[config.mk]
export PLATFORM = sky130hd
export DESIGN_NAME = dorodon_rom_loader
export DESIGN_NICKNAME = d
export VERILOG_FILES = /design/src/rtl/dorodon_rom_pkg.sv /design/src/rtl/dorodon_rom_decode.sv /design/src/rtl/dorodon_rom_loader.sv
export SDC_FILE = /design/constraint.sdc
export NUM_CORES = 1
export LEC_CHECK = 0
export CORE_ASPECT_RATIO = 0.8
export CORE_MARGIN = 4
export CORE_UTILIZATION = 55
export DETAILED_ROUTE_END_ITERATION = 7
export PLACE_DENSITY = 0.95
export SYNTH_ARGS = -nofsm -noshare
export SYNTH_HDL_FRONTEND = slang
export SYNTH_SLANG_ARGS = --single-unit
[constraint.sdc]
create_clock -name clk_sys -period 4 [get_ports clk_sys]
set_input_delay 0.4 -clock clk_sys [delete_from_list [all_inputs] [get_ports clk_sys]]
set_output_delay 0.4 -clock clk_sys [all_outputs]
set_load 0.02 [all_outputs]
[src/rtl/dorodon_rom_pkg.sv]
// Shared definitions for the Dorodon ROM loader: download region map,
// region indices and loader FSM states.
package dorodon_rom_pkg;

  // Region map of the linear download image (byte addresses).
  localparam logic [15:0] CPU_BASE  = 16'h0000;
  localparam logic [15:0] CPU_SIZE  = 16'h6000;
  localparam logic [15:0] CHR_BASE  = 16'h6000;
  localparam logic [15:0] CHR_SIZE  = 16'h1000;
  localparam logic [15:0] SPR_BASE  = 16'h7000;
  localparam logic [15:0] SPR_SIZE  = 16'h1000;
  localparam logic [15:0] PROM_BASE = 16'h8000;
  localparam logic [15:0] PROM_SIZE = 16'h0080;
  localparam logic [15:0] TOTAL_LEN = 16'h8080;

  // Bit position of each region in the one-hot write strobe.
  typedef enum logic [1:0] {
    REG_CPU  = 2'd0,
    REG_CHR  = 2'd1,
    REG_SPR  = 2'd2,
    REG_PROM = 2'd3
  } region_e;

  typedef enum logic [2:0] {
    ST_IDLE,
    ST_LOAD,
    ST_CHECK,
    ST_HOLD,
    ST_RUN,
    ST_FAIL
  } state_e;

endpackage

[src/rtl/dorodon_rom_decode.sv]
// Combinational decode of a download byte address into a one-hot region
// strobe and a region-local byte address.
module dorodon_rom_decode
  import dorodon_rom_pkg::*;
#(
  parameter int ADDR_W = 16
) (
  input  logic [ADDR_W-1:0] i_addr,
  output logic [3:0]        o_region_oh,
  output logic [14:0]       o_local_addr,
  output logic              o_in_map
);

  // Region lookup; every region fits in 15 bits, so the local offset is
  // computed on the low 15 bits only.
  always_comb begin
    // NOTE: every output gets a default first so no path can infer a latch.
    o_region_oh  = '0;
    o_local_addr = '0;
    o_in_map     = 1'b0;
    if (i_addr < CPU_BASE + CPU_SIZE) begin
      o_region_oh[REG_CPU] = 1'b1;
      o_local_addr         = i_addr[14:0] - CPU_BASE[14:0];
      o_in_map             = 1'b1;
    end else if (i_addr < CHR_BASE + CHR_SIZE) begin
      o_region_oh[REG_CHR] = 1'b1;
      o_local_addr         = i_addr[14:0] - CHR_BASE[14:0];
      o_in_map             = 1'b1;
    end else if (i_addr < SPR_BASE + SPR_SIZE) begin
      o_region_oh[REG_SPR] = 1'b1;
      o_local_addr         = i_addr[14:0] - SPR_BASE[14:0];
      o_in_map             = 1'b1;
    end else if (i_addr < PROM_BASE + PROM_SIZE) begin
      o_region_oh[REG_PROM] = 1'b1;
      o_local_addr          = i_addr[14:0] - PROM_BASE[14:0];
      o_in_map              = 1'b1;
    end
  end

endmodule

[src/rtl/dorodon_rom_loader.sv]
// Routes the hps_io ioctl download into the Dorodon ROM regions, verifies
// the stream is sequential and complete, and owns the ladybug core reset.
module dorodon_rom_loader
  import dorodon_rom_pkg::*;
#(
  parameter int HOLD_CYCLES = 1024,
  parameter int ADDR_W      = 16
) (
  input  logic        clk_sys,
  input  logic        reset,
  input  logic        user_reset,
  input  logic        ioctl_download,
  input  logic        ioctl_wr,
  input  logic [24:0] ioctl_addr,
  input  logic [7:0]  ioctl_dout,
  output logic [3:0]  rom_wr,
  output logic [14:0] rom_addr,
  output logic [7:0]  rom_data,
  output logic        core_reset,
  output logic        load_done,
  output logic        load_error
);

  localparam int CNT_W = $clog2(HOLD_CYCLES + 1);

  state_e           r_state;
  state_e           w_state_next;
  logic             r_dl_prev;
  logic [15:0]      r_exp;
  logic             r_seq_err;
  logic             r_ovf_err;
  logic [CNT_W-1:0] r_hold_cnt;
  logic [3:0]       r_rom_wr;
  logic [14:0]      r_rom_addr;
  logic [7:0]       r_rom_data;
  logic             r_core_reset;
  logic             r_load_done;
  logic             r_load_error;

  logic             w_dl_rise;
  logic             w_dl_fall;
  logic             w_addr_ovf;
  logic             w_addr_seq;
  logic             w_check_ok;
  logic             w_enter_load;
  logic             w_load_wr;
  logic [3:0]       w_region_oh;
  logic [14:0]      w_local_addr;
  logic             w_in_map;

  dorodon_rom_decode #(
    .ADDR_W(ADDR_W)
  ) u_decode (
    .i_addr      (ioctl_addr[ADDR_W-1:0]),
    .o_region_oh (w_region_oh),
    .o_local_addr(w_local_addr),
    .o_in_map    (w_in_map)
  );

  assign w_dl_rise    = ioctl_download & ~r_dl_prev;
  assign w_dl_fall    = ~ioctl_download & r_dl_prev;
  // The full 25-bit address is compared so high aliases never reach a ROM.
  assign w_addr_ovf   = ioctl_addr >= {9'd0, TOTAL_LEN};
  assign w_addr_seq   = ioctl_addr == {9'd0, r_exp};
  assign w_check_ok   = (r_exp == TOTAL_LEN) && !r_seq_err && !r_ovf_err;
  assign w_enter_load = (w_state_next == ST_LOAD) && (r_state != ST_LOAD);
  assign w_load_wr    = (r_state == ST_LOAD) && ioctl_wr;

  // State register.
  always_ff @(posedge clk_sys) begin
    // NOTE: sequential state uses non-blocking assignments so every flop
    // samples pre-edge values regardless of statement order.
    if (reset) r_state <= ST_IDLE;
    else       r_state <= w_state_next;
  end

  // Next-state logic.
  always_comb begin
    w_state_next = r_state;
    unique case (r_state)
      ST_IDLE:  if (w_dl_rise) w_state_next = ST_LOAD;
      ST_LOAD:  if (w_dl_fall) w_state_next = ST_CHECK;
      ST_CHECK: w_state_next = w_check_ok ? ST_HOLD : ST_FAIL;
      ST_HOLD:  if (r_hold_cnt == '0) w_state_next = ST_RUN;
      ST_RUN:   if (w_dl_rise) w_state_next = ST_LOAD;
      ST_FAIL:  if (w_dl_rise) w_state_next = ST_LOAD;
      default:  w_state_next = ST_IDLE;
    endcase
  end

  // Write path, stream verification, hold counter and status outputs.
  always_ff @(posedge clk_sys) begin
    if (reset) begin
      r_dl_prev    <= 1'b0;
      r_exp        <= '0;
      r_seq_err    <= 1'b0;
      r_ovf_err    <= 1'b0;
      r_hold_cnt   <= '0;
      r_rom_wr     <= '0;
      r_rom_addr   <= '0;
      r_rom_data   <= '0;
      r_core_reset <= 1'b1;
      r_load_done  <= 1'b0;
      r_load_error <= 1'b0;
    end else begin
      r_dl_prev <= ioctl_download;
      r_rom_wr  <= '0;
      // Core runs only in RUN; the user reset is passed through there and
      // is harmless elsewhere because the core is already held.
      r_core_reset <= (w_state_next != ST_RUN) || user_reset;

      if (w_enter_load) begin
        r_exp        <= '0;
        r_seq_err    <= 1'b0;
        r_ovf_err    <= 1'b0;
        r_load_done  <= 1'b0;
        r_load_error <= 1'b0;
      end else if (w_load_wr) begin
        if (w_addr_ovf) begin
          r_ovf_err <= 1'b1;
        end else begin
          // Out-of-order bytes are still written; the image is rejected later.
          if (w_in_map) begin
            r_rom_wr   <= w_region_oh;
            r_rom_addr <= w_local_addr;
            r_rom_data <= ioctl_dout;
          end
          if (w_addr_seq) r_exp <= r_exp + 16'd1;
          else            r_seq_err <= 1'b1;
        end
      end

      if (r_state == ST_CHECK) begin
        r_load_done  <= w_check_ok;
        r_load_error <= !w_check_ok;
        r_hold_cnt   <= CNT_W'(HOLD_CYCLES - 1);
      end else if (r_state == ST_HOLD && r_hold_cnt != '0) begin
        r_hold_cnt <= r_hold_cnt - 1'b1;
      end
    end
  end

  assign rom_wr     = r_rom_wr;
  assign rom_addr   = r_rom_addr;
  assign rom_data   = r_rom_data;
  assign core_reset = r_core_reset;
  assign load_done  = r_load_done;
  assign load_error = r_load_error;

endmodule

After elaboration in Yosys (flattened, before gate mapping):

Index checks and enable logic that the tools add are counted.

* multiplexer cells: 21
* equality and inequality tests: 10
* $add $sub $neg: 4
* reduce and logical (&&, ||, !) cells: 25
* bitwise gates (word level): 9
* magnitude comparators: 5

Operators with widths (number)
* $mux 15: 4
* $lt 16x15->1 const B: 2
* $lt 16x16->1 const B: 2
* $sub 15x15->15 const B: 2
* $eq 25x16->1: 1
* $ge 25x16->1 const B: 1
* $mux 10: 2
* $add 16x1->16 const B: 1
* $eq 16x16->1 const B: 1
* $mux 3: 4
* $pmux 3 s4: 1
* $logic_not 11->1: 1
* $reduce_bool 11->1: 1
* $sub 11x1->11 const B: 1
* $mux 1: 10
* $reduce_or 8->1: 1
* $not 1->1: 7
* $reduce_or 7->1: 1
* $eq 3x1->1 const B: 2
* $eq 3x2->1 const B: 2
* $eq 3x3->1 const B: 2
* $reduce_and 3->1: 2
* $reduce_or 6->1: 1
* $logic_and 1x1->1: 5
* other kinds (12): 17

* input port bits: 38
* word-level logic and storage cells: 90
* output and inout bits: 30
* register bits: 63

Depth between registers and ports, before layout:

Gate-level depths: netlist (run 1).

* depth after elaboration: 9
* depth in mapped cells: 10
* gate-level depth less buffers: 7

Cells and area by module:

A second synthesis (run 1) with hierarchy kept.

* cell total of the unflattened synthesis: 394
* area total of the unflattened synthesis: 3270.6 um^2

Modules (own cells, without submodules)
* dorodon_rom_loader: sequential area each 1261.2 um^2, cells an instance 358, area an instance 2979.1 um^2, instances 1
* dorodon_rom_decode: sequential area each 0.0 um^2, cells an instance 36, area an instance 291.5 um^2, instances 1

Least setup slack after synthesis (run 1):

Ideal clock, no wire load.

* path type: input -> register
* start: in ioctl_addr[11]
* end: reg r_exp[9]
* required time: 3.930 ns
* path slack: 1.309 ns
* setup time: 0.070 ns
* data arrival time: 2.620 ns
* cell stages on the path: 7
* path buffers: 2
* cell sequence: or4_4 o41a_1 or4b_1 buf_2 buf_6 or4_1 a21oi_1

* longest elaborated chain between the ends: 3
* elaborated cells on any way between the ends: 4
* those cells by class: order compare (1); eq/ne (1); bitwise (1); reduce/logical (1)

Ends and longest elaborated chain
* start, declared: RTL line dorodon_rom_loader.sv:14 `input logic [24:0] ioctl_addr,`
* $ge 25x16->1: RTL line dorodon_rom_loader.sv:63 `assign w_addr_ovf = ioctl_addr >= {9'd0, TOTAL_LEN};`
* $not 1->1 (no line)
* $reduce_and 3->1 (no line) (*)
* end signal, assigned: RTL line dorodon_rom_loader.sv:128 `if (w_addr_seq) r_exp <= r_exp + 16'd1;`
* end, declared: RTL line dorodon_rom_loader.sv:29 `logic [15:0] r_exp;`

Every way passes the cells marked *; elsewhere a longest branch is shown, timed or not.
A chain may end at the register's enable or synchronous reset.

Worst setup path in the final report (run 1):

* start: in ioctl_addr[11]
* end: reg r_exp[14]

Same word-level chain as after synthesis.

==> metrics list, run 1 <==
* Antenna cells: 0
* Number of vias in the routed layout: between 3000 and 4000
- Wire length per cell after detailed routing: about 17 um
- STA puts the critical path data arrival time at roughly 3.5 ns.
- Measured along the y axis, the die boundary spans about 76 um.
* Netlist area before placement: between 3000 and 4000 sq um
* Highest-delay cell along the critical path: or4b_1
- In this run the worst path has a maximum fanout of 21.
- Area of combinational cells with multiple inputs: 1780 sq um
- R2r setup slk: 1.20 ns
- Most common library cell in the layout ignoring fill and taps: clkdlybuf4s50_1
- Minimum clock period after layout: 3.24 ns
- Worst Reg2Reg Path Length in Cells: 6
- CTS-repair resized insts: 0
- Global routing consumed, on the met1 layer, 33.6% of the routing resources.
- Register bit count reported by yosys: 63
* Length of the first detailed-routing pass in iterations: 5
* Number of hold-slack violations in the final timing report: 0
* Post-synth EDFFs: 0
- The startpoint identified for the worst hold timing path is r_seq_err.
- The first global-routing pass estimated between 15 and 20 mm of wire.
* CTS H-tree lvls: 3
- Clock-pin slew was measured on the worst setup and hold paths at 0.06 ns.
- After technology mapping, the gate count stands at 399.
- Reg-to-reg endpoint: r_exp[14]
* Global-route met3 utilization: 9.48%
- Worst Hold End: r_seq_err
* Width of the die: 93.6 um
* Antenna violations before repair: 0
- Port buffer count: between 60 and 70
- The count of final max-slew check failures came to 0.
- The floorplan step defined a die boundary enclosing 7160 sq um.
- Using the TritonRoute via totals, the vias-per-cell ratio works out to approximately 6.2.
- The flow ran to the end, and the final reports show no timing, DRC or antenna violations.
* Max VDD drop: 201 uV
- Worst setup skew after layout: between 0.009 and 0.01 ns
* Min-Delay Path Class: register to register
* Synth Net Count: 445
* Routed wire length: about 9.3 mm
- TritonCTS built the clock tree.
* Initial drt markers: approximately 390
- Largest net degree at the start of global routing: 44
* Met2 demand-to-capacity share in global routing: 43.3%
- The later pin in the worst-skew pair is clocked with a latency of 0.34 ns.
- The worst setup path is captured at a register.
- Post-CTS setup buffer count: 0
- In this run the tightest slew margin relative to its limit is 43.9%.
- Unrepaired setup endpoints after global routing: false
- Yosys printed 0 warnings.
- Worst Hold Path Cells: 2
- The floorplan has 24 rows.
- Post-route DRC: 0
- Dividing total power by cell area gives a power density of roughly 330 nW/um^2.
- The number of hold buffers added after CTS was 0.
* Post-DP HPWL: 6.38 mm
* Final std cells w/o fill: 535
- Relative area change from synthesis to final layout: 28.2%
* Antenna Violating Nets Remaining: 0
- For this run, the register share of the synthesized area comes to 39.1%.
* Reg area: between 1000 and 1500 sq um
- CP Class: primary input to register
* Number of placed instances with taps included: 520
* PnR Total Power: 1.35 mW
- The worst setup path is launched from a primary input.
- Num Clock Sinks: 63
* Layout filler cell count: 393
* Ratio of cells with drive above 1 in the final layout: 5.69%
- Most Crowded Layer GR: met2
- Total setup violations reported at the end of the flow: 0
- Post-route setup TNS: 0 ns
- Timing would allow up to 0.308 GHz.
- Data required time of the critical path: 4.26 ns
- At the pin with the least slew margin, the transition time is 0.834 ns.
* Synth Flop Type: dfxtp_1
- Number of top-level pins: 68
- Cells fill 74.4% of the core in the end.
* Number of global-route vias before repair: 3195
* Leakage: 1.39 nW
- Clock buffers created by TritonCTS: 9
* Final cycle utilization of the critical path: about 81%
* Async S/R FF share, synth: 0%
- Total overflow reported by the global router: 0
- Max-cap check violation count: 0
* Average instance area after synthesis: 8.08 sq um
- On the worst path, the slowest cell contributes a delay of about 0.86 ns.
- Clock Root Buffer: clkbuf_8
* Effective utilization at floorplan: roughly 58%
* Post-layout nets: 499
- Total Routing Usage GR: between 20% and 30%
- Leading cell types in the layout, fill and taps excluded: clkdlybuf4s50_1, dfxtp_1, a21oi_1
- The critical path goes through clkdlybuf4s50_1 -> or4_4 -> o41a_1 -> or4b_1 -> or4_1 -> a21oi_1.
- Launching point of the worst reg2reg path: r_exp[11]
* Area of the placeable core: 5560 sq um
* Gpl congestion: 0.967
- Clk buf depth: 2
- Counting distinct cell types in the post-synthesis netlist gives 41.
[registers in the layout, summed over array words and instances (netlist names), 3 cells and up]
name        flops
r_state         3
rom_wr          4
r_hold_cnt     11
r_exp          16
rom_data        8
rom_addr       15
[critical path: cells and delay by family]
kind	cells	cell delay (ns)
buf+inv	1	0.47
compound gates	2	0.58
simple gates	3	2.04
[routing by layer]
| metal | wire length, um | share of wire, % |
|---|---|---|
| met3 | 918 | 9.9 |
| met4 | 158 | 1.7 |
| met5 | 0 | 0 |
| met2 | 4370 | 47 |
| met1 | 3820 | 41 |
[power by group]
group          leakage (nW)  internal [mW]  total [mW]  switching, mW
Clock                 0.109          0.362       0.604          0.241
Combinational         0.774         0.0536       0.116         0.0621
Sequential            0.508          0.631       0.635        0.00423
[cell type report]
type	instances	share of cell area, %
Clock inverter	4	1.69
Inverter	18	1.63
Multi-Input combinational cell	288	43.1
Clock buffer	11	3.42
Sequential cell	63	30.5
Tap cell	78	2.36
Timing Repair Buffer	73	17.3
[how the worst max path moves through the flow]
stage | cells past startpoint | slack (ns) | from | to
floorplan | 7 | 1.31 | ioctl_addr[11] | r_exp[9]
global placement | 6 | 0.64 | ioctl_addr[11] | r_exp[10]
detailed placement | 6 | 0.49 | ioctl_addr[11] | r_exp[14]
CTS | 6 | 0.83 | ioctl_addr[11] | r_exp[14]
global route | 6 | 0.71 | ioctl_addr[11] | r_exp[14]
finish | 6 | 0.76 | ioctl_addr[11] | r_exp[14]
[cell usage after synthesis, drive strengths merged (4+ instances only)]
cell type	number	area (sq um)
nand3	34	170
xor2	22	193
or3	5	31.3
nand4b	4	35.0
clkbuf	28	105
a21oi	46	230
a211oi	4	30.0
a31o	4	35.0
nand2b	5	31.3
a31oi	4	25.0
nor2	13	48.8
nand4	10	62.6
o21ai	29	145
nand2	22	82.6
nand3b	4	30.0
nor2b	4	25.0
nor3	11	55.1
o31ai	10	75.1
inv	18	67.6
or4	12	93.8
nor4	15	93.8
ha	8	100
dfxtp	63	1260
[logic make-up (layout without fill, tap and decap cells)]
logic type	count (synthesis)	count (layout)	share of synthesized area, %
adders and majority gates	8	8	3.10
buffers and inverters	48	106	5.86
xor gates and xnor gates	23	23	6.25
and+or+nand+nor	152	152	26.7
muxes	2	2	0.621
DFF	63	63	39.1
AOI/OAI and AO/OA	103	103	18.3
[stage by stage]
stage	worst slack [ns]	instance area (sq um)	hold WS, ns
4_1_cts	0.827	4130	0.465
3_3_place_gp	0.637	3920	0.444
6_report	0.757	4130	0.462
5_1_grt	0.705	4130	0.485
3_5_place_dp	0.489	3920	0.454
2_1_floorplan	1.31	3220	0.431
Power figures use the tool's default switching activity.
==> run 2, diff against run 1 <==
--- a/config.mk
+++ b/config.mk
@@ -7,9 +7,9 @@
 export LEC_CHECK = 0
 export CORE_ASPECT_RATIO = 0.8
 export CORE_MARGIN = 4
-export CORE_UTILIZATION = 55
+export CORE_UTILIZATION = 51
 export DETAILED_ROUTE_END_ITERATION = 7
-export PLACE_DENSITY = 0.95
+export PLACE_DENSITY = 0.9
 export SYNTH_ARGS = -nofsm -noshare
 export SYNTH_HDL_FRONTEND = slang
 export SYNTH_SLANG_ARGS = --single-unit
==> constraint.sdc (replaced) <==
create_clock -name clk_sys -period 3.4 [get_ports clk_sys]
set_input_delay 0.34 -clock clk_sys [delete_from_list [all_inputs] [get_ports clk_sys]]
set_output_delay 0.34 -clock clk_sys [all_outputs]
set_load 0.02 [all_outputs]
==> run 2 against run 1 <==
  * Total power grew 20%
  * Routed wire length increased by 0.41%
  * Non-clock buffer count up 6
  * Critical path type unchanged
  * Largest power group unchanged
==> metrics list, run 2 (same netlist as run 1, synthesis figures left out) <==
- The via count of the first global-routing pass came to 3141 (-1.7%).
- More flip-flops sit in one register than any other, and that register is r_exp.
- Final slew viol count: 0 (unchanged)
* Fmax achieved: 0.343 GHz
* Max VDD drop: 315 uV (+57%)
* CTS H-tree lvls: 3 (unchanged)
- Clk buf depth: 2 (unchanged)
- Routed wire length: 9.30 mm (+0.41%)
- Min-Delay Path Class: register to register
- Number of top-level pins: 68 (unchanged)
- The later-pin clock latency in the skew report is 0.35 ns (about the same).
- Net switching power figure: 0.369 mW (+20%)
* Total Routing Usage GR: 24.1% (-2.5 points)
* CTS Hold Bufs: 0 (unchanged)
- The post-layout total power came to 1.63 mW (+20%).
- The number of buffers created by CTS was 9 (unchanged).
* CP Class: primary input to register
* Unrepaired setup endpoints after global routing: false
* Number of vias in the routed layout: 3350 (+0.30%)
* Run status: finished clean
- Met2 demand-to-capacity share in global routing: 40.2% (-3.1 points)
* Sw frac: 22.7% (-0.068 points)
- After layout, the worst path uses 85.9% of the clock period.
- Total setup violations reported at the end of the flow: 0 (unchanged)
- Width of the die: 96.9 um (+3.5%)
- The setup TNS after final layout is 0 ns (unchanged).
- Wire length of the first global-routing pass: 15.0 mm (-2.5%)
- Ratio of cells with drive above 1 in the final layout: 6.90% (+1.2 points)
* Area of combinational cells with multiple inputs: 1780 sq um (unchanged)
* Number of hold-slack violations in the final timing report: 0 (unchanged)
- The mean routed wirelength per cell is 17.1 um (-1.4%).
- Length of the first detailed-routing pass in iterations: 6 (+1)
- The number of cells upsized or downsized after cts is 0 (unchanged).
- The met3 usage was 8.78% (-0.70 points).
* Port buffer count: 67 (unchanged)
* Max-cap check violation count: 0 (unchanged)
- In the layout the commonest cells are clkdlybuf4s50_1, dfxtp_1, a21oi_1.
- The worst setup path is launched from a primary input.
- Internal power: 1.26 mW (+20%)
- The number of antenna violations at the first check in global routing is 0 (unchanged).
* Reg area: 1260 sq um (unchanged)
- The number of nets in the finished design is 505 (+1.2%).
- The initial detailed-routing violation count was 306 (-21%).
- The static leakage was 1.43 nW (+3.0%).
- Power share of the combinational group: 8.6% (about the same)
- Most common library cell in the layout ignoring fill and taps: clkdlybuf4s50_1
- Clock Root Buffer: clkbuf_8
* Most Crowded Layer GR: met2
- Minimum clock period after layout: 2.92 ns
* Effective utilization at floorplan: 53.7% (-4.4 points)
- Clock tree from TritonCTS: yes
* Gpl congestion: 0.880 (-9.0%)
- The largest net degree at the start of global routing is 43 (-2.3%).
- The remaining routing DRC violations was 0 (unchanged).
* Worst slew margin relative to its limit: 51.1% (+7.2 points)
* Antenna cells: 0 (unchanged)
* Num Clock Sinks: 63 (unchanged)
- Relative area change from synthesis to final layout: 30.5%
- The post-CTS setup-driven buffer insertion count is 0 (unchanged).
* WP data arrival: 3.20 ns (-0.30 ns)
- The via density per instance is 6.15 (-1.5%).
- Clock transition at the registers of the reported paths: 0.07 ns (about the same)
- Routing usage on met1: 29.6% (-4.0 points)
- The height of the die is 79.1 um (+3.4%).
* Post-DP HPWL: 6.69 mm (+5.0%)
- The flip-flop count of the largest register, all copies and words added is 16 (unchanged).
- The required arrival time at the worst endpoint is 3.68 ns (-0.58 ns).
- The actual transition at the worst max-transition pin came to 0.728 ns (-0.107 ns).
- Area of the placeable core: 6010 sq um (+8.1%)
- Type of destination of the critical path: register
- Critical path fanouts, max: 42 (+100%)
- The total congestion overflow is 0 (unchanged).
- The post-route antenna net violation count came to 0 (unchanged).
- Area enclosed by the die boundary: 7670 sq um (+7.1%)
* Proportion of power drawn by the clock network: 45.6% (+1.0 points)
- Worst setup skew after layout: 0.00625 ns (-0.00372 ns)
- The number of cell rows came to 25 (+4.2%).
- Pwr/cell area: 387 nW/um^2 (+18%)
- The filler cell count in the final layout was 457 (+16%).
- Flop pwr share: 45.8% (-1.1 points)
run 2: cell types whose count changed in the layout (fill, tap and decap cells not counted), sizes merged:
cell	change
buf	+6
clkbuf	+2
clkinv	-1
run 2: critical path: stages:
cell and delay [ns]:
clkdlybuf4s50_1 0.47, or4_4 0.58, o41a_1 0.35, or4b_1 0.59, buf_12 0.21, or4_1 0.48
a21oi_1 0.16
run 2: layer usage:
layer,vias to the layer above,part of all wire (%),wire length (um)
met5,-,0,0
met4,0,1.8,168
met3,29,10,962
met2,188,47,4350
met1,1551,41,3820
li1,1582,-,-
run 2: area by class of cell:
class                           instances  share of cell area [%]
Clock buffer                           13                    3.78
Multi-Input combinational cell        288                    42.3
Inverter                               18                    1.61
Sequential cell                        63                    30.0
Clock inverter                          3                    1.55
Tap cell                               81                    2.41
Timing Repair Buffer                   79                    18.4
run 2: worst paths after layout:
kind	slack [ns]	endpoint	depth (start not counted)	from
worst max register to register	1.00	r_exp[10]	6	r_state[0]
worst min register to register	0.46	load_error	2	load_error
worst max-delay path	0.48	r_exp[10]	7	ioctl_addr[10]
worst min-delay path	0.46	load_error	2	load_error
run 2: power by group through the flow:
stage          Clock (mW)  Sequential (mW)  Combinational [mW]
3_3_place_gp            0            0.763               0.132
4_1_cts             0.749            0.747               0.138
5_1_grt             0.780            0.747               0.150
6_report            0.743            0.747               0.140
3_5_place_dp            0            0.764               0.136
2_1_floorplan           0            0.762              0.0639
run 2: through the flow:
stage	hold WS (ns)	instances	util (%)	cell area [sq um]	setup WS, ns
6_report	0.455	545	70.1	4210	0.481
5_1_grt	0.472	545	70.1	4210	0.414
4_1_cts	0.459	545	70.1	4210	0.505
3_5_place_dp	0.449	529	66.3	3980	0.155
3_3_place_gp	0.446	529	66.3	3980	0.257
2_1_floorplan	0.431	399	-	3220	0.769
==> edit 1 (settings of run 2) <==
Remove the register `r_core_reset`: a continuous assignment takes its place, so the output `core_reset` follows one clock earlier.
--- a/src/rtl/dorodon_rom_loader.sv
+++ b/src/rtl/dorodon_rom_loader.sv
@@ -100,5 +100,4 @@
       r_rom_addr   <= '0;
       r_rom_data   <= '0;
-      r_core_reset <= 1'b1;
       r_load_done  <= 1'b0;
       r_load_error <= 1'b0;
@@ -108,5 +107,4 @@
       // Core runs only in RUN; the user reset is passed through there and
       // is harmless elsewhere because the core is already held.
-      r_core_reset <= (w_state_next != ST_RUN) || user_reset;
 
       if (w_enter_load) begin
@@ -141,4 +139,6 @@
   end
 
+  assign r_core_reset = (w_state_next != ST_RUN) || user_reset;
+
   assign rom_wr     = r_rom_wr;
   assign rom_addr   = r_rom_addr;
Check against the original RTL: no difference found for any inputs over 10 cycles, from zero or initial values and one cycle with reset high; that may be too few to reach the edited logic, so the function may still have changed.
==> edit 1 against run 2 <==
Register-to-register slack gained 0.07 ns. Power is 13% lower. Routed wire length fell by 15%. Largest cell class unchanged. Clock power shrank 25%. Critical path type is now flop to primary output. Highest routed layer unchanged. Sequential cell count is 1 lower. Worst setup slack improved by 0.094 ns. Cell count is 6.6% lower. Die area down 7.4%. Final area down 8.7%. Synthesized area shrank 8.2%.
==> edit 1: results (changes against run 2) <==
status -> complete, no violations
Layout Skew -> 0.00668 ns (+0.000432 ns)
max reg flops -> 16 (unchanged)
Critical Path AT -> 2.48 ns (-0.72 ns)
Top reg by flops -> r_exp
vias in the first global route -> 2643 (-16%)
Adder-Cell Fraction of Synth Area -> 0.0338 (+0.00277)
max incr delay on CP -> 0.50 ns (-0.09 ns)
Final #Nets -> 472 (-6.5%)
Final Wtd Congestion -> 1.02 (+16%)
leakage -> 0.00124 uW (-14%)
GR Layer Usage met3 -> 0.111 (+0.0228)
ant diodes -> 0 (unchanged)
Vias -> 2891 (-14%)
gr usage total -> 0.232 (-0.00875)
Seq/Total Area, Yosys -> 0.419 (+0.0281)
Async SR Flop Fraction -> 0 (unchanged)
slowest stage cell on the critical path -> or4_1
synthesized net count -> 408 (-8.3%)
Commonest cells post-synth -> dfxtp_1, nand2_1, a21oi_1
WL final -> 7890 um (-15%)
Skew-Pair Late Insertion Delay -> 0.34 ns
Max Used Layer -> met4
multiplexer area fraction after synthesis -> 0.00338 (-0.00283)
ratio of cells with drive above 1 in the final layout -> 0.0557 (-0.0133)
VDD IR max -> 0.261 mV (-17%)
DRT iter0 DRCs -> 268 (-12%)
Rel. slew slack -> 0.530 (+0.0194)
CTS HTree Levels -> 3 (unchanged)
Worst-path clk slew -> 0.07 ns (about the same)
post-synthesis compound-gate area fraction -> 0.153 (-0.0302)
setup bufs post-CTS -> 0 (unchanged)
post-DP HPWL -> 5760 um (-14%)
Synth cell types -> 44 (+7.3%)
post-cts sizing count -> 0 (unchanged)
Hold Crit Class -> flop to flop
Critical Path Fanout Max -> 4 (-90%)
Detail Route met3 WL -> 905 um (-5.9%)
met2 Use GR -> 0.352 (-0.0507)
Synth Flop Type -> dfxtp_1
Synth Area in XOR/XNOR -> 0.0740 (+0.0115)
WL met2 -> 3480 um (-20%)
clk root buf -> clkbuf_8
Num CTS Buffers -> 9 (unchanged)
met1 wire length -> 3400 um (-11%)
top cells by area, synth -> dfxtp_1, a21oi_1, nand2_1
Synth Warn # -> 0 (unchanged)
input/output buffers -> 67 (unchanged)
met1 Usage GRT -> 0.299 (+0.00327)
clock buffer depth -> 2 (unchanged)
global-route wire length before repair -> 13100 um (-13%)
pin count of the biggest net entering global routing -> 31 (-28%)
Initial DRT Pass Iterations -> 5 (-1)
Crit path max-delay family -> simple AND/OR/NAND/NOR gates
initial antenna violation count -> 0 (unchanged)
Sw Pwr -> 334 uW (-9.6%)
edit 1: logic make-up (layout without fill, tap and decap cells):
logic type | Yosys count | in the layout
flip-flops | 62 | 62
AND/OR/NAND/NOR | 157 | 157
multiplexers | 1 | 1
buffers and inverters | 31 | 100
adder cells (fa/ha/maj) | 8 | 8
XOR/XNOR | 25 | 25
AO/OA/AOI/OAI | 78 | 78
edit 1: path summary, 6_finish.rpt:
check / slack, ns / end / from / cells after the start
worst max-delay path: 0.58 / core_reset / r_exp[0] / 9
worst min-delay path: 0.45 / rom_data[2] / rom_data[2] / 2
worst max register to register: 1.07 / r_exp[13] / r_state[0] / 6
worst min register to register: 0.45 / rom_data[2] / rom_data[2] / 2
edit 1: worst min-delay path, stage by stage (launching register included):
cell and delay, ns:
dfxtp_1 0.31, nand2_1 0.05, a21oi_1 0.05
edit 1: final cells by class:
cell class	count	area (sq um)
Clock buffer	15	156
Clock inverter	1	5.00
Fill cell	464	1680
Inverter	14	52.6
Multi-Input combinational cell	269	1590
Sequential cell	62	1240
Tap cell	78	97.6
Timing Repair Buffer	70	696
edit 1: power groups by stage:
| stage | Sequential [uW] | Clock [uW] | Combinational (uW) |
|---|---|---|---|
| 2_1_floorplan | 750 | 0 | 54.0 |
| 3_3_place_gp | 752 | 0 | 111 |
| 3_5_place_dp | 753 | 0 | 114 |
| 4_1_cts | 737 | 568 | 115 |
| 5_1_grt | 737 | 602 | 126 |
| 6_report | 737 | 558 | 115 |
edit 1: per-stage QoR:
step	setup slack, ns	std cells	area, sq um	power, uW
after floorplan	1.26	362	2960	804
after global placement	0.629	493	3680	864
after detailed placement	0.560	493	3680	867
after CTS	0.180	509	3840	1420
after global routing	0.365	509	3840	1470
final	0.575	509	3840	1410
==> edit 2 (config.mk and constraints of run 2) <==
Made on the original files. `ADDR_W` is set to 16 in 2 places; all go to 17.
--- a/src/rtl/dorodon_rom_decode.sv
+++ b/src/rtl/dorodon_rom_decode.sv
@@ -4,5 +4,5 @@
   import dorodon_rom_pkg::*;
 #(
-  parameter int ADDR_W = 16
+  parameter int ADDR_W = 17
 ) (
   input  logic [ADDR_W-1:0] i_addr,
--- a/src/rtl/dorodon_rom_loader.sv
+++ b/src/rtl/dorodon_rom_loader.sv
@@ -5,5 +5,5 @@
 #(
   parameter int HOLD_CYCLES = 1024,
-  parameter int ADDR_W      = 16
+  parameter int ADDR_W      = 17
 ) (
   input  logic        clk_sys,
Function: kept (equiv_simple and equiv_induct, registers matched by name and starting in step).
==> edit 2 against run 2 <==
Sequential cell count unchanged. Synthesized cell count down 2.0%. Power fell by 5.2%. Routed wire length is 9.7% lower. Synthesized area fell by 0.97%. Largest power group unchanged. Final area is 2.6% lower. Fmax increased by 9.9%. Worst setup slack improved by 0.26 ns. Worst hold slack got worse by 0.0028 ns. Largest cell class unchanged.
==> edit 2: results (changes against run 2) <==
status -> complete, no violations
GR Layer Usage met3 -> 0.0814 (-0.00636)
pin count of the biggest net entering global routing -> 46 (+7.0%)
top cells by area, synth -> dfxtp_1, nand2_1, xor2_1
reg-to-reg setup timing slack -> 1.14 ns (+0.14 ns)
slowest stage cell on the critical path -> or4_1
Seq/Total Area, Yosys -> 0.395 (+0.00383)
met1 Usage GRT -> 0.298 (+0.00210)
Layout Skew -> 0.00569 ns (-0.000555 ns)
vias in the first global route -> 2830 (-9.9%)
Final #Nets -> 500 (-0.99%)
leakage -> 0.00142 uW (-0.63%)
synthesized net count -> 437 (-1.8%)
Synth cell types -> 46 (+12%)
post-DP HPWL -> 6130 um (-8.4%)
routed length per instance -> 15.6 um (-8.8%)
Fillers -> 491 (+7.4%)
Hold Startpoint -> rom_data[7]
DRT iter0 DRCs -> 276 (-9.8%)
Commonest cells post-synth -> nand2_1, dfxtp_1, a21oi_1
r2r startpoint -> r_exp[6]
vias per std cell -> 5.68 (-7.5%)
Rel. slew slack -> 0.295 (-0.216)
WL final -> 8400 um (-9.7%)
gr usage total -> 0.228 (-0.0127)
Inst Count DP -> 524 (-0.95%)
VDD IR max -> 0.240 mV (-24%)
Initial DRT Pass Iterations -> 5 (-1)
ratio of cells with drive above 1 in the final layout -> 0.0654 (-0.00361)
Syn Area/Cell -> 8.17 sq um (+1.1%)
## edit 2: changes by cell type in the layout (fill, tap and decap cells not counted), moves of 7 or more
cell,delta
a21oi_1,-7
nand2_1,+44
nand3_1,-16
nor2_1,+7
o21ai_0,-21
## edit 2: final cells by class
cell class	instances	area, sq um	share of cell area
Clock buffer	11	151	0.0369
Clock inverter	5	56.3	0.0137
Inverter	14	52.6	0.0128
Multi-Input combinational cell	293	1760	0.429
Sequential cell	63	1260	0.308
Tap cell	81	101	0.0247
Timing Repair Buffer	73	716	0.175
## edit 2: report_power, final
part           leakage [uW]  internal [uW]  total, uW  switching, uW
registers          0.000508            742        747           4.94
clock network      0.000105            377        674            297
logic              0.000810           61.3        123           62.1
total               0.00142           1180       1540            365
## edit 2: cells by family after synthesis
group,count (synthesis),share of synthesized area
buffers and inverters,35,0.0541
multiplexers,7,0.0219
AO/OA/AOI/OAI,67,0.126
XOR/XNOR,24,0.0658
adder cells (fa/ha/maj),8,0.0313
AND/OR/NAND/NOR,187,0.306
flip-flops,63,0.395
## edit 2: how the worst max path moves through the flow
stage,from,to,slack (ns),cells past startpoint
after floorplan,ioctl_addr[14],r_exp[14],1.38,9
after detailed placement,ioctl_addr[14],r_exp[9],0.52,8
final,ioctl_addr[14],r_exp[3],0.74,8
after global routing,ioctl_addr[13],r_exp[3],0.65,8
after global placement,ioctl_addr[13],rom_addr[12],0.64,8
after CTS,ioctl_addr[14],r_exp[3],0.79,8
## edit 2: through the flow
stage                     total power [uW]  worst slack (ns)  utilization  cell area (sq um)  hold WS (ns)
after floorplan                        820              1.38            -               3190         0.415
after global placement                 881             0.637        0.648               3890         0.439
after detailed placement               885             0.515        0.648               3890         0.446
after CTS                             1560             0.786        0.682               4100         0.455
after global routing                  1600             0.649        0.682               4100         0.472
final                                 1540             0.743        0.682               4100         0.453
## edit 2: tightest hold or removal path, stage by stage (launching register included)
cell	delay [ns]
dfxtp_1	0.31
nand2_1	0.05
a21oi_1	0.05
## edit 2: routing by layer
layer | up-vias | wire length (um)
met4 | 0 | 216
met1 | 1402 | 3650
li1 | 1502 | -
met3 | 33 | 775
met5 | - | 0
met2 | 132 | 3760
